### src/rtl/multi_digit_seg_counter.sv
// multi_digit_seg_counter: prescaled up/down BCD counter with registered active-high 7-segment outputs.
// Define SEG_COUNTER_BLANK_EN to blank leading-zero digits above digit 0.
module multi_digit_seg_counter #(
    parameter int DIGITS = 2,
    parameter int TICK_DIV = 50000000
) (
    input  logic                  CLK,
    input  logic                  RST,
    input  logic                  EN,
    input  logic                  UP,
    input  logic                  LOAD,
    input  logic [4*DIGITS-1:0]   LOAD_VAL,
    output logic [4*DIGITS-1:0]   BCD,
    output logic [7*DIGITS-1:0]   SEG,
    output logic                  WRAP
);
    localparam int CW = $clog2(TICK_DIV);

    logic [CW-1:0]       pre;
    logic [4*DIGITS-1:0] nxt;
    logic [4*DIGITS-1:0] ld;
    logic                tick;
    logic                carry;

    function automatic logic [6:0] enc(input logic [3:0] d);
        case (d)
            4'd0: enc = 7'h3F;
            4'd1: enc = 7'h06;
            4'd2: enc = 7'h5B;
            4'd3: enc = 7'h4F;
            4'd4: enc = 7'h66;
            4'd5: enc = 7'h6D;
            4'd6: enc = 7'h7D;
            4'd7: enc = 7'h07;
            4'd8: enc = 7'h7F;
            4'd9: enc = 7'h6F;
            default: enc = 7'h00;
        endcase
    endfunction

    function automatic logic [7*DIGITS-1:0] render(input logic [4*DIGITS-1:0] v);
`ifdef SEG_COUNTER_BLANK_EN
        logic lead;
        lead = 1'b1;
`endif
        render = '0;
        for (int i = DIGITS - 1; i >= 0; i--) begin
`ifdef SEG_COUNTER_BLANK_EN
            // a digit is blanked only while every digit above it is also zero
            lead = lead && (v[4*i+:4] == 4'd0);
            render[7*i+:7] = (lead && i != 0) ? 7'h00 : enc(v[4*i+:4]);
`else
            render[7*i+:7] = enc(v[4*i+:4]);
`endif
        end
    endfunction

    assign tick = EN && (pre == CW'(TICK_DIV - 1));

    // ripple decimal carry/borrow; the final carry flags a full wrap
    always_comb begin
        nxt = BCD;
        carry = 1'b1;
        for (int i = 0; i < DIGITS; i++) begin
            if (carry) begin
                nxt[4*i+:4] = UP ? ((BCD[4*i+:4] == 4'd9) ? 4'd0 : BCD[4*i+:4] + 4'd1)
                                 : ((BCD[4*i+:4] == 4'd0) ? 4'd9 : BCD[4*i+:4] - 4'd1);
                carry = (BCD[4*i+:4] == (UP ? 4'd9 : 4'd0));
            end
        end
    end

    always_comb begin
        ld = LOAD_VAL;
        for (int i = 0; i < DIGITS; i++)
            ld[4*i+:4] = (LOAD_VAL[4*i+:4] > 4'd9) ? 4'd9 : LOAD_VAL[4*i+:4];
    end

    always_ff @(posedge CLK) begin
        if (RST) begin
            pre  <= '0;
            BCD  <= '0;
            WRAP <= 1'b0;
            SEG  <= render('0);
        end else begin
            WRAP <= 1'b0;
            SEG  <= render(BCD);
            if (LOAD) begin
                BCD <= ld;
                pre <= '0;
            end else if (tick) begin
                BCD  <= nxt;
                pre  <= '0;
                WRAP <= carry;
            end else if (EN) begin
                pre <= pre + 1'b1;
            end
        end
    end
endmodule

### config.mk
export PLATFORM = sky130hd
export DESIGN_NAME = multi_digit_seg_counter
export DESIGN_NICKNAME = d
export VERILOG_FILES = /design/src/rtl/multi_digit_seg_counter.sv
export SDC_FILE = /design/constraint.sdc
export NUM_CORES = 1
export LEC_CHECK = 0
export ABC_AREA = 1
export BUFFER_PORTS_ARGS = -buffer_cell sky130_fd_sc_hd__buf_2
export CAP_MARGIN = 20
export CORE_ASPECT_RATIO = 1.4
export CORE_UTILIZATION = 35
export DETAILED_ROUTE_END_ITERATION = 12
export PLACE_DENSITY = 0.51
export SYNTH_ARGS = -nofsm -noshare
export SYNTH_HDL_FRONTEND = slang
export SYNTH_SLANG_ARGS = --single-unit
### constraint.sdc
create_clock -name CLK -period 1.85 [get_ports CLK]
set_clock_uncertainty 0.1 [all_clocks]
set_input_delay 0.37 -clock CLK [delete_from_list [all_inputs] [get_ports CLK]]
set_output_delay 0.37 -clock CLK [all_outputs]
set_load 0.01 [all_outputs]
==> results.sh <==
export IMPL_p_sw_share_pct=27.80
export IMPL_antenna_found_initial=0
export IMPL_maxSlewHeadroom_pct=71.61
export IMPL_drive_gt1_share_pct=16.60
export IMPL_p_int_mw=1.708
export IMPL_seqCellArea_sq_um=982.2
export IMPL_vias_per_cell=4.913
export IMPL_vias=2889
export IMPL_worstHoldPathCells=3
export IMPL_io_buffers=35
export IMPL_design_die_area_sq_um=8638
export IMPL_synth_most_common_cell="nand2_1"
export IMPL_crit_required_ps=2000
export IMPL_dp_hpwl_mm=5.834
export IMPL_worst_slack_ps=134.3
export IMPL_synth_top_area_share_pct=33.91
export IMPL_finalSetupTns_ps=0
export IMPL_p_comb_share_pct=18.3
export IMPL_synthArstFlopShare_pct=0
export IMPL_multi_input_area_sq_um=1690
export IMPL_r2r_end="pre[18]"
export IMPL_hp_class="in2reg"
export IMPL_power_frac_clock_pct=34.4
export IMPL_grt_overflow=0
export IMPL_path_cells="ha_2 > nand2_1 > nor2_2 > nand2_2 > nor3_4 > nand3_1 > o21ai_1 > nand2_1 > nor2_1"
export IMPL_period_minus_slack_ps=1716
export IMPL_netlist_area_sq_um=2893
export IMPL_p_sw_mw=0.6578
export IMPL_fin_cells=588
export IMPL_maxCapViolations=0
export IMPL_whs_endpoint="pre[1]"
export IMPL_grt_max_degree=20
export IMPL_fillers=891
export IMPL_cts_buffer_depth=2
export IMPL_ys_types=29
export IMPL_syn_nets=464
export IMPL_synth_largest_area_cell="dfxtp_1"
export IMPL_maxSlewViolCount=0
export IMPL_vdd_ir_drop_max_mv=0.2757
export IMPL_worstHoldStart="EN"
export IMPL_grt_pass1_wl_mm=12.64
export IMPL_synth_ff_type="dfxtp_1"
export IMPL_core_sq_um=7893
export IMPL_clkTransAtPathRegs_ps=90
export IMPL_cp_max_fo=5
export IMPL_critPathMostFrequentCell="nand2_1"
export IMPL_fin_crit_sh_pct=92.74
export IMPL_antennaDiodeCount=0
export IMPL_avgSynthCellArea_sq_um=6.665
export IMPL_h_tree_depth=2
export IMPL_fin_area_sq_um=3412
export IMPL_clock_latency_ps=310
export IMPL_area_growth_pct=17.95
export IMPL_worstSetupPathType="reg2reg"
export IMPL_drc=0
export IMPL_worst_path_max_delay_cell="dfxtp_1"
export IMPL_numClockSinks=49
export IMPL_syn_inst=434
export IMPL_startpoint_type="register"
export IMPL_synth_common_cells="nand2_1, nor2_1, dfxtp_1"
export IMPL_drtIter0Drc=122
export IMPL_r2r_start="pre[0]"
export IMPL_rrSetupSlack_ps=130
export IMPL_die_y_um=109.6
export IMPL_setup_violations=0
export IMPL_gr_usage_all_layers_pct=18.84
export IMPL_pwr_share_seq_pct=47.3
export IMPL_antenna_left=0
export IMPL_outcome="complete, no violations"
export IMPL_finalWeightedCongestion=0.8989
export IMPL_synth_seq_cells=49
export IMPL_place_inst=579
export IMPL_power_density_nw_per_um2=693.4
export IMPL_seq_area_frac_synth_pct=33.91
export IMPL_root_buffer="clkbuf_8"
export IMPL_die_width_um=78.84
export IMPL_leakage_nw=1.463
export IMPL_drt_wl_total_mm=7.358
export IMPL_place_area_sq_um=3277
export IMPL_r2r_cells=9
export IMPL_wire_per_inst_um=12.51
export IMPL_row_count=38
export IMPL_arrival_ps=1870
export IMPL_cts_hold_buf=0
export IMPL_crit_path_end_kind="register"
export IMPL_grt_setup_unrepaired="true"
export IMPL_tightestPinTransition_ps=421.9
export IMPL_max_clock_freq_mhz=582.9
export IMPL_fin_nets=517
export IMPL_cts_tree="yes"
export IMPL_finalHoldViolations=0
export IMPL_yosysWarnings=0
export IMPL_cts_inserted_buffers=5
export IMPL_synth_area_top_cells="dfxtp_1, nand2_1, nor2_1, ha_1, nand3_1"
export IMPL_first_global_vias=2770
export IMPL_place_ws_ps=88.27
export IMPL_first_pass_iters=6
export IMPL_synth_edf_count=0
export IMPL_start_util_pct=36.65
export IMPL_fin_util_pct=43.23
export IMPL_io_pins=36
export IMPL_slowest_delay_ps=380
## through the flow
stage               total power [mW]  hold WS, ps
floorplan                      1.427        352.4
global placement               1.578        369.1
detailed placement             1.578        381.5
CTS                            2.401        266.8
global route                   2.516        280.3
finish                         2.366        282.1
## metal layers
metal,wire (um),track usage (%)
met3,201,3.071
met5,0,0
met1,3044,20.22
met2,3886,35.59
met4,225,8.831
## critical path: cells and delay by family (launching register included)
family	cells	cell delay, ps
AOI/OAI and AO/OA	1	160
adders and majority gates	1	230
DFF	1	380
and+or+nand+nor	7	790
## cells by family (layout without fill, tap and decap cells)
kind of cell | count (synthesis) | after routing | share of synthesized area [%]
simple gates | 253 | 253 | 37.89
buf+inv | 53 | 107 | 8.001
flops | 49 | 49 | 33.91
compound gates | 47 | 47 | 8.304
fa+ha+maj | 17 | 17 | 7.353
xor+xnor | 15 | 15 | 4.541
## layout make-up
cell class | count | share of cell area (%)
Inverter | 44 | 5.061
Clock buffer | 7 | 2.530
Multi-Input combinational cell | 332 | 49.54
Tap cell | 100 | 3.667
Clock inverter | 1 | 0.8801
Timing Repair Buffer | 55 | 9.534
Sequential cell | 49 | 28.79
## flip-flops by register name (all words and copies together) (netlist names)
signal  count
BCD         8
SEG        14
WRAP        1
pre        26
## power by group through the flow
stage,Clock [mW],Sequential (mW),Combinational [mW]
global route,0.897,1.12,0.494
CTS,0.846,1.12,0.435
detailed placement,0,1.15,0.432
floorplan,0,1.18,0.251
finish,0.813,1.12,0.433
global placement,0,1.14,0.433
## timing repair
action | in CTS | in global routing
buffers inserted | 0 | 1
gates resized for setup | 0 | 5
endpoints found under the setup margin | 0 | 19
## how the worst max path moves through the flow
stage | from | to | slack [ps] | cells after the start
3_3_place_gp | EN | pre[17] | 90 | 10
3_5_place_dp | EN | pre[17] | 90 | 10
4_1_cts | pre[0] | pre[18] | 80 | 10
6_report | pre[0] | pre[18] | 130 | 9
2_1_floorplan | BCD[4] | BCD[6] | 120 | 8
5_1_grt | pre[0] | pre[18] | -30 | 9
## layout by cell type (no fill, tap or decap), drive strengths merged
cell type	n
clkinv	1
nand3	30
xnor2	4
clkbuf	7
nor2	84
inv	43
ha	17
bufinv	1
nor4	3
o22ai	4
xor2	11
a21oi	23
nand4	8
nand3b	1
nor3	14
o21ai	20
buf	55
nand2	113
dfxtp	49
Note: power is estimated with default switching activity, not from simulation.
